<file path="src/rtl/cpu_ctrl_pkg.sv">
// rtl/cpu_ctrl_pkg.sv - shared encodings for the TSC multi-cycle control unit
package cpu_ctrl_pkg;

  localparam logic [3:0] OP_BNE = 4'h0;
  localparam logic [3:0] OP_BEQ = 4'h1;
  localparam logic [3:0] OP_BGZ = 4'h2;
  localparam logic [3:0] OP_BLZ = 4'h3;
  localparam logic [3:0] OP_ADI = 4'h4;
  localparam logic [3:0] OP_ORI = 4'h5;
  localparam logic [3:0] OP_LHI = 4'h6;
  localparam logic [3:0] OP_LWD = 4'h7;
  localparam logic [3:0] OP_SWD = 4'h8;
  localparam logic [3:0] OP_JMP = 4'h9;
  localparam logic [3:0] OP_JAL = 4'hA;
  localparam logic [3:0] ALU_OP = 4'hF;

  // R-type functions 0..FN_SHR are the plain ALU operations
  localparam logic [5:0] FN_SHR = 6'd7;
  localparam logic [5:0] FN_JPR = 6'd25;
  localparam logic [5:0] FN_JRL = 6'd26;
  localparam logic [5:0] FN_HLT = 6'd29;

  typedef enum logic [2:0] {
    ST_IF   = 3'd0,
    ST_ID   = 3'd1,
    ST_EX   = 3'd2,
    ST_MEM  = 3'd3,
    ST_WB   = 3'd4,
    ST_HALT = 3'd5
  } state_e;

  localparam logic [1:0] PC_SRC_SEQ    = 2'd0;
  localparam logic [1:0] PC_SRC_BRANCH = 2'd1;
  localparam logic [1:0] PC_SRC_JUMP   = 2'd2;
  localparam logic [1:0] PC_SRC_REG    = 2'd3;

  localparam logic [1:0] WB_SRC_ALU = 2'd0;
  localparam logic [1:0] WB_SRC_MEM = 2'd1;
  localparam logic [1:0] WB_SRC_PC1 = 2'd2;

  typedef enum logic [3:0] {
    CLS_NOP,
    CLS_ALU,
    CLS_IMM,
    CLS_BRANCH,
    CLS_LWD,
    CLS_SWD,
    CLS_JMP,
    CLS_JAL,
    CLS_JPR,
    CLS_JRL,
    CLS_HLT
  } instr_class_e;

  function automatic logic uses_imm_operand(input instr_class_e c);
    return (c == CLS_IMM) || (c == CLS_LWD) || (c == CLS_SWD);
  endfunction

  function automatic logic is_link(input instr_class_e c);
    return (c == CLS_JAL) || (c == CLS_JRL);
  endfunction

  function automatic logic is_mem_access(input instr_class_e c);
    return (c == CLS_LWD) || (c == CLS_SWD);
  endfunction

endpackage

</file>
<file path="src/rtl/instr_class_decode.sv">
// rtl/instr_class_decode.sv - maps an instruction word onto its control class
module instr_class_decode
  import cpu_ctrl_pkg::*;
#(
  parameter int WORD_SIZE = 16
) (
  input  logic [WORD_SIZE-1:0] instr,
  output instr_class_e         instr_class
);

  logic [3:0] opcode;
  logic [5:0] funct;
  logic       unused_fields;

  assign opcode        = instr[WORD_SIZE-1 -: 4];
  assign funct         = instr[5:0];
  assign unused_fields = ^instr[WORD_SIZE-5:6];

  always_comb begin
    instr_class = CLS_NOP;
    case (opcode)
      OP_BNE, OP_BEQ, OP_BGZ, OP_BLZ: instr_class = CLS_BRANCH;
      OP_ADI, OP_ORI, OP_LHI:         instr_class = CLS_IMM;
      OP_LWD:                         instr_class = CLS_LWD;
      OP_SWD:                         instr_class = CLS_SWD;
      OP_JMP:                         instr_class = CLS_JMP;
      OP_JAL:                         instr_class = CLS_JAL;
      ALU_OP: begin
        // unknown function codes fall through as CLS_NOP
        if (funct <= FN_SHR) begin
          instr_class = CLS_ALU;
        end else if (funct == FN_JPR) begin
          instr_class = CLS_JPR;
        end else if (funct == FN_JRL) begin
          instr_class = CLS_JRL;
        end else if (funct == FN_HLT) begin
          instr_class = CLS_HLT;
        end
      end
      default: instr_class = CLS_NOP;
    endcase
  end

endmodule

</file>
<file path="src/rtl/multi_cycle_control.sv">
// rtl/multi_cycle_control.sv - TSC multi-cycle control FSM with retire counter and halt latch
module multi_cycle_control
  import cpu_ctrl_pkg::*;
#(
  parameter int WORD_SIZE = 16,
  parameter int CNT_W     = WORD_SIZE
) (
  input  logic                 clk,
  input  logic                 reset,
  input  logic [WORD_SIZE-1:0] instr,
  input  logic                 b_cond,
  input  logic                 mem_ack,
  output logic                 read_m,
  output logic                 write_m,
  output logic                 i_or_d,
  output logic                 ir_write,
  output logic                 pc_write,
  output logic [1:0]           pc_src,
  output logic                 alu_src,
  output logic                 reg_write,
  output logic [1:0]           wb_src,
  output logic                 is_halted,
  output logic [CNT_W-1:0]     num_inst,
  output logic [2:0]           state
);

  state_e           state_q, state_d;
  logic [CNT_W-1:0] num_inst_q, num_inst_d;
  logic             halted_q, halted_d;
  logic             retire;
  instr_class_e     cls;

  instr_class_decode #(
    .WORD_SIZE(WORD_SIZE)
  ) u_decode (
    .instr      (instr),
    .instr_class(cls)
  );

  always_ff @(posedge clk) begin
    if (reset) begin
      state_q    <= ST_IF;
      num_inst_q <= '0;
      halted_q   <= 1'b0;
    end else begin
      state_q    <= state_d;
      num_inst_q <= num_inst_d;
      halted_q   <= halted_d;
    end
  end

  always_comb begin
    state_d    = state_q;
    num_inst_d = num_inst_q;
    halted_d   = halted_q;
    retire     = 1'b0;
    read_m     = 1'b0;
    write_m    = 1'b0;
    i_or_d     = 1'b0;
    ir_write   = 1'b0;
    pc_write   = 1'b0;
    pc_src     = PC_SRC_SEQ;
    alu_src    = 1'b0;
    reg_write  = 1'b0;
    wb_src     = WB_SRC_ALU;

    case (state_q)
      ST_IF: begin
        read_m = 1'b1;
        if (mem_ack) begin
          ir_write = 1'b1;
          state_d  = ST_ID;
        end
      end

      ST_ID: begin
        case (cls)
          CLS_JMP, CLS_JAL: begin
            pc_write = 1'b1;
            pc_src   = PC_SRC_JUMP;
            retire   = 1'b1;
            state_d  = ST_IF;
          end
          CLS_JPR, CLS_JRL: begin
            pc_write = 1'b1;
            pc_src   = PC_SRC_REG;
            retire   = 1'b1;
            state_d  = ST_IF;
          end
          CLS_HLT: begin
            retire   = 1'b1;
            halted_d = 1'b1;
            state_d  = ST_HALT;
          end
          CLS_NOP: begin
            pc_write = 1'b1;
            pc_src   = PC_SRC_SEQ;
            retire   = 1'b1;
            state_d  = ST_IF;
          end
          default: state_d = ST_EX;
        endcase
        // link register write shares the jump cycle
        if (is_link(cls)) begin
          reg_write = 1'b1;
          wb_src    = WB_SRC_PC1;
        end
      end

      ST_EX: begin
        alu_src = uses_imm_operand(cls);
        if (cls == CLS_BRANCH) begin
          pc_write = 1'b1;
          pc_src   = b_cond ? PC_SRC_BRANCH : PC_SRC_SEQ;
          retire   = 1'b1;
          state_d  = ST_IF;
        end else if (is_mem_access(cls)) begin
          state_d = ST_MEM;
        end else begin
          state_d = ST_WB;
        end
      end

      ST_MEM: begin
        i_or_d  = 1'b1;
        write_m = (cls == CLS_SWD);
        read_m  = (cls != CLS_SWD);
        if (mem_ack) begin
          if (cls == CLS_SWD) begin
            pc_write = 1'b1;
            pc_src   = PC_SRC_SEQ;
            retire   = 1'b1;
            state_d  = ST_IF;
          end else begin
            state_d = ST_WB;
          end
        end
      end

      ST_WB: begin
        reg_write = 1'b1;
        wb_src    = (cls == CLS_LWD) ? WB_SRC_MEM : WB_SRC_ALU;
        pc_write  = 1'b1;
        pc_src    = PC_SRC_SEQ;
        retire    = 1'b1;
        state_d   = ST_IF;
      end

      ST_HALT: state_d = ST_HALT;

      default: state_d = ST_IF;
    endcase

    if (retire) begin
      num_inst_d = num_inst_q + CNT_W'(1);
    end

    // a request pending when reset arrives must drop in the reset cycle itself
    if (reset) begin
      read_m    = 1'b0;
      write_m   = 1'b0;
      i_or_d    = 1'b0;
      ir_write  = 1'b0;
      pc_write  = 1'b0;
      pc_src    = PC_SRC_SEQ;
      alu_src   = 1'b0;
      reg_write = 1'b0;
      wb_src    = WB_SRC_ALU;
    end
  end

  assign state     = state_q;
  assign num_inst  = num_inst_q;
  assign is_halted = halted_q;

endmodule

</file>
<file path="config.mk">
export PLATFORM = sky130hd
export DESIGN_NAME = multi_cycle_control
export DESIGN_NICKNAME = d
export VERILOG_FILES = /design/src/rtl/cpu_ctrl_pkg.sv /design/src/rtl/instr_class_decode.sv /design/src/rtl/multi_cycle_control.sv
export SDC_FILE = /design/constraint.sdc
export NUM_CORES = 1
export LEC_CHECK = 0
export CORE_MARGIN = 5
export CORE_UTILIZATION = 41
export DETAILED_ROUTE_END_ITERATION = 16
export PLACE_DENSITY = 0.76
export SLEW_MARGIN = 20
export SYNTH_ARGS = -nofsm -noshare
export SYNTH_HDL_FRONTEND = slang
export SYNTH_SLANG_ARGS = --single-unit
</file>
<file path="constraint.sdc">
create_clock -name clk -period 1.95 [get_ports clk]
set_clock_uncertainty 0.05 [all_clocks]
set_input_delay 0.39 -clock clk [delete_from_list [all_inputs] [get_ports clk]]
set_output_delay 0.39 -clock clk [all_outputs]
set_load 0.01 [all_outputs]
</file>
==> flow_results.xml, run 1 <==
<?xml version="1.0" encoding="UTF-8"?>
<metrics>
  <group name="outcome">
    <metric name="outcome" unit="">complete, but fails checks</metric>
    <metric name="failed_checks" unit="">setup timing</metric>
  </group>
  <group name="worst_setup_path">
    <metric name="rr_startpoint" unit="">state[0]</metric>
    <metric name="setup.reg_to_reg.worst_slack" unit="ns">-0.07</metric>
    <metric name="worst-r2r-cell-count" unit="">8</metric>
    <metric name="crit_chain" unit="">buf_6 -&gt; nand4b_1 -&gt; nor4_2 -&gt; o21ai_1 -&gt; nand2_1 -&gt; nand2_1 -&gt; a21oi_2 -&gt; buf_2</metric>
    <metric name="critPathCaptureType" unit="">primary output</metric>
    <metric name="regToRegEndpoint" unit="">num_inst[12]</metric>
    <metric name="critical-path-slowest-cell" unit="">sky130_fd_sc_hd__nor4_2</metric>
    <metric name="cp_num_buf_inv" unit="">2</metric>
    <metric name="critPathRequiredTime" unit="ns">1.51</metric>
    <metric name="setup.worst_path.class" unit="">in -&gt; out</metric>
    <metric name="cp_top_family" unit="">simple AND/OR/NAND/NOR gates</metric>
    <metric name="critical_path.max_fanout" unit="">4</metric>
    <metric name="critPathLaunchType" unit="">input pin</metric>
    <metric name="cp_common_cell" unit="">sky130_fd_sc_hd__nand2_1</metric>
    <metric name="crit_arrival" unit="ns">1.63</metric>
    <metric name="cpPeakStageDelay" unit="ns">0.36</metric>
  </group>
  <group name="cts">
    <metric name="clock-sinks" unit="">20</metric>
    <metric name="clock-root-buffer" unit="">sky130_fd_sc_hd__clkbuf_4</metric>
    <metric name="post_cts_hold_buffer_count" unit="">0</metric>
    <metric name="clock_tree.htree_level_count" unit="">1</metric>
    <metric name="clk_transition_reported_paths" unit="ns">0.13</metric>
    <metric name="cts-buffers-inserted" unit="">3</metric>
    <metric name="worst_skew_pair.late_latency" unit="ns">0.31</metric>
    <metric name="clock_tree_from_tritoncts" unit="">yes</metric>
    <metric name="clk_path_buf_depth" unit="">2</metric>
  </group>
  <group name="die">
    <metric name="die_area" unit="um2">4940</metric>
    <metric name="row_count" unit="">22</metric>
    <metric name="start_util" unit="%">41.6</metric>
    <metric name="die_y" unit="um">70.3</metric>
    <metric name="boundaryPins" unit="">51</metric>
    <metric name="design.core.area" unit="um2">3580</metric>
    <metric name="chipWidth" unit="um">70.3</metric>
  </group>
  <group name="power">
    <metric name="irDropWorstVdd" unit="uV">273</metric>
    <metric name="power.density" unit="nW/um2">432</metric>
    <metric name="leakage" unit="nW">1.06</metric>
    <metric name="post-layout-total-power" unit="mW">1.14</metric>
  </group>
  <group name="grt">
    <metric name="grt_start_max_net_pins" unit="">24</metric>
    <metric name="first_pass_grt_wire_length" unit="mm">8.09</metric>
    <metric name="grt_pass1_vias" unit="">1814</metric>
    <metric name="initial_antenna_violation_count" unit="">0</metric>
    <metric name="grt.total_usage" unit="%">19.7</metric>
    <metric name="global_route.overflow_total" unit="">0</metric>
  </group>
  <group name="timing">
    <metric name="maxSlewViolCount" unit="">0</metric>
    <metric name="setup_viol" unit="">14</metric>
    <metric name="crit_path_time_final" unit="ns">2.07</metric>
    <metric name="unrepaired_setup_endpoints_after_global_routing" unit="">true</metric>
    <metric name="max_slew.worst_pin.slew" unit="ns">0.459</metric>
    <metric name="layout_setup_ws" unit="ns">-0.123</metric>
    <metric name="final_sum_of_negative_setup_slack" unit="ns">-0.552</metric>
    <metric name="total_count_of_hold_check_failures_in_the_final_report" unit="">0</metric>
    <metric name="upper_clock_frequency_limit" unit="GHz">0.482</metric>
    <metric name="share_of_the_cycle_needed_by_the_critical_path_after_routing" unit="%">106</metric>
    <metric name="timing.max_slew.rel_slack" unit="%">69.4</metric>
  </group>
  <group name="min_path">
    <metric name="min-delay-start" unit="">num_inst[3]</metric>
    <metric name="whs_endpoint" unit="">num_inst[3]</metric>
    <metric name="timing.hold.worst.class" unit="">reg -&gt; reg</metric>
    <metric name="worstHoldPathCells" unit="">2</metric>
  </group>
  <group name="run">
    <metric name="cap_viol_max_count" unit="">0</metric>
  </group>
  <group name="route">
    <metric name="wl_met2" unit="mm">2.64</metric>
    <metric name="detailroute.wirelength.met3" unit="um">381</metric>
    <metric name="post-route-drc-count" unit="">0</metric>
    <metric name="topRoutingLayerUsed" unit="">met4</metric>
    <metric name="route.vias.total" unit="">1884</metric>
    <metric name="drt_iter0_drc" unit="">136</metric>
    <metric name="postRouteWirelength" unit="mm">5.16</metric>
    <metric name="wirelength_met1" unit="mm">2.01</metric>
    <metric name="number_of_optimization_iterations_in_the_first_detailed_route_pass" unit="">7</metric>
    <metric name="wire_per_inst" unit="um">15.5</metric>
    <metric name="vias_per_cell" unit="">5.66</metric>
    <metric name="drt.antenna.violating_nets" unit="">0</metric>
  </group>
  <group name="yosys">
    <metric name="synth-main-ff-cell" unit="">sky130_fd_sc_hd__dfxtp_1</metric>
    <metric name="syn_inst" unit="">192</metric>
    <metric name="synthesis.area" unit="um2">1490</metric>
    <metric name="postSynthRegisterBits" unit="">20</metric>
    <metric name="syn-num-nets" unit="">213</metric>
    <metric name="synth_edf_count" unit="">0</metric>
    <metric name="sequential_area_share_after_synthesis" unit="%">26.9</metric>
    <metric name="ys_types" unit="">55</metric>
    <metric name="post_synth.cell_area_avg" unit="um2">7.76</metric>
    <metric name="synth_async_sr_flop_share" unit="%">0</metric>
    <metric name="ys_warn_count" unit="">0</metric>
  </group>
  <group name="placement">
    <metric name="place_hpwl" unit="mm">3.25</metric>
    <metric name="port_buffers" unit="">44</metric>
    <metric name="gp_congestion" unit="">0.855</metric>
  </group>
  <group name="final_layout">
    <metric name="n_antenna_cell" unit="">0</metric>
    <metric name="post_route_cells_drive_above_1_share" unit="%">47.4</metric>
    <metric name="final_core_utilization" unit="%">73.8</metric>
    <metric name="final_nets" unit="">307</metric>
    <metric name="syn_to_final_growth" unit="%">77.2</metric>
  </group>
</metrics>
==> cells in the mapped netlist (2+ instances only) <==
| cell type | n | area [um2] |
|---|---|---|
| sky130_fd_sc_hd__and3_1 | 4 | 25.0 |
| sky130_fd_sc_hd__nand2b_1 | 4 | 25.0 |
| sky130_fd_sc_hd__a211oi_1 | 2 | 15.0 |
| sky130_fd_sc_hd__nand4b_1 | 3 | 26.3 |
| sky130_fd_sc_hd__clkbuf_1 | 3 | 11.3 |
| sky130_fd_sc_hd__or4_1 | 2 | 15.0 |
| sky130_fd_sc_hd__nand3_1 | 4 | 20.0 |
| sky130_fd_sc_hd__clkbuf_8 | 3 | 41.3 |
| sky130_fd_sc_hd__inv_1 | 6 | 22.5 |
| sky130_fd_sc_hd__o21ai_0 | 9 | 45.0 |
| sky130_fd_sc_hd__and4_1 | 3 | 26.3 |
| sky130_fd_sc_hd__nor2_1 | 16 | 60.1 |
| sky130_fd_sc_hd__a311oi_1 | 2 | 17.5 |
| sky130_fd_sc_hd__nand3b_1 | 3 | 22.5 |
| sky130_fd_sc_hd__o21ai_1 | 8 | 40.0 |
| sky130_fd_sc_hd__or3_1 | 10 | 62.6 |
| sky130_fd_sc_hd__nand2_1 | 19 | 71.3 |
| sky130_fd_sc_hd__nor3_1 | 9 | 45.0 |
| sky130_fd_sc_hd__o21a_1 | 3 | 22.5 |
| sky130_fd_sc_hd__buf_6 | 3 | 33.8 |
| sky130_fd_sc_hd__dfxtp_1 | 20 | 400 |
| sky130_fd_sc_hd__xnor2_1 | 3 | 26.3 |
| sky130_fd_sc_hd__a31oi_1 | 2 | 12.5 |
| sky130_fd_sc_hd__nor2b_1 | 2 | 12.5 |
| sky130_fd_sc_hd__a21oi_1 | 19 | 95.1 |
==> through the flow <==
step	cells	setup slack, ns	area, um2	hold slack (ns)
after global routing	333	-0.164	2640	0.485
final	333	-0.123	2640	0.462
after CTS	328	-0.0811	2470	0.457
after detailed placement	317	-0.899	2240	0.413
after floorplan	192	-0.111	1520	0.455
after global placement	317	-0.871	2240	0.411
==> cell families after synthesis <==
family | after synthesis | synth area share, %
DFF | 20 | 26.9
adders and majority gates | 1 | 0.839
and+or+nand+nor | 89 | 35.3
buffers and inverters | 18 | 8.90
muxes | 2 | 1.43
xor gates and xnor gates | 4 | 2.35
AOI/OAI and AO/OA | 58 | 24.3
==> worst min-delay path: cells and delay by family (launching register included) <==
kind	cells	cell delay (ns)
DFF	1	0.35
AOI/OAI and AO/OA	2	0.13
==> registers in the layout, summed over array words and instances, names as in the netlist <==
name,flops
is_halted,1
num_inst,16
state,3
==> routing by layer <==
metal,vias to the layer above,global-route usage (%)
met2,79,33.8
met3,14,4.75
met5,-,0
met4,0,7.45
met1,884,23.5
li1,907,-
==> cells in the final DEF (no fill, tap or decap), drive strengths merged, types with 2 or more instances in the layout <==
master	n
a311oi	2
dfxtp	20
and2	2
o21a	3
nor2b	2
nand4b	4
or4	2
nand3b	3
clkdlybuf4s50	20
a211oi	2
buf	70
nand2	19
a21o	2
nor2	16
and4	4
a31oi	2
dlygate4sd2	3
o21ai	17
nand2b	4
xnor2	3
nor3	10
nand3	4
nor4b	2
o31ai	2
a31o	3
inv	6
and3	4
clkbuf	8
a21oi	19
or3	10
==> report_power, final <==
| group | internal (mW) | leakage (nW) | switching [mW] |
|---|---|---|---|
| registers | 0.416 | 0.163 | 0.0110 |
| logic | 0.185 | 0.867 | 0.183 |
| clock network | 0.208 | 0.0279 | 0.138 |
| total | 0.808 | 1.06 | 0.332 |
==> timing repair <==
item	in CTS	in global routing
pin swaps	19	23
gates resized for setup	110	53
gates cloned	2	0
endpoints found under the setup margin	30	26
buffers inserted	7	5
==> final cells by class <==
| type | count | area [um2] |
|---|---|---|
| Fill cell | 255 | 938 |
| Inverter | 6 | 22.5 |
| Sequential cell | 20 | 407 |
| Multi-Input combinational cell | 156 | 1250 |
| Clock inverter | 1 | 30.0 |
| Timing Repair Buffer | 99 | 845 |
| Tap cell | 48 | 60.1 |
| Clock buffer | 3 | 22.5 |
==> worst max-delay path by stage <==
| stage | start | endpoint | slack, ns | cells after the start |
|---|---|---|---|---|
| final | instr[0] | pc_write | -0.12 | 8 |
| after global routing | instr[0] | pc_write | -0.16 | 8 |
| after CTS | instr[5] | pc_write | -0.08 | 8 |
| after detailed placement | instr[14] | pc_write | -0.90 | 6 |
| after global placement | instr[14] | pc_write | -0.87 | 6 |
| after floorplan | instr[12] | num_inst[10] | -0.11 | 8 |
Power figures use the tool's default switching activity.
==> inputs of run 2 (changes only) <==
- CTS_BUF_LIST: default -> sky130_fd_sc_hd__clkbuf_4 sky130_fd_sc_hd__clkbuf_8 sky130_fd_sc_hd__clkbuf_16
- CTS_CLUSTER_DIAMETER: default -> 50
==> results of run 2 <==
The final DEF is identical to that of run 1; final timing and power are the same.
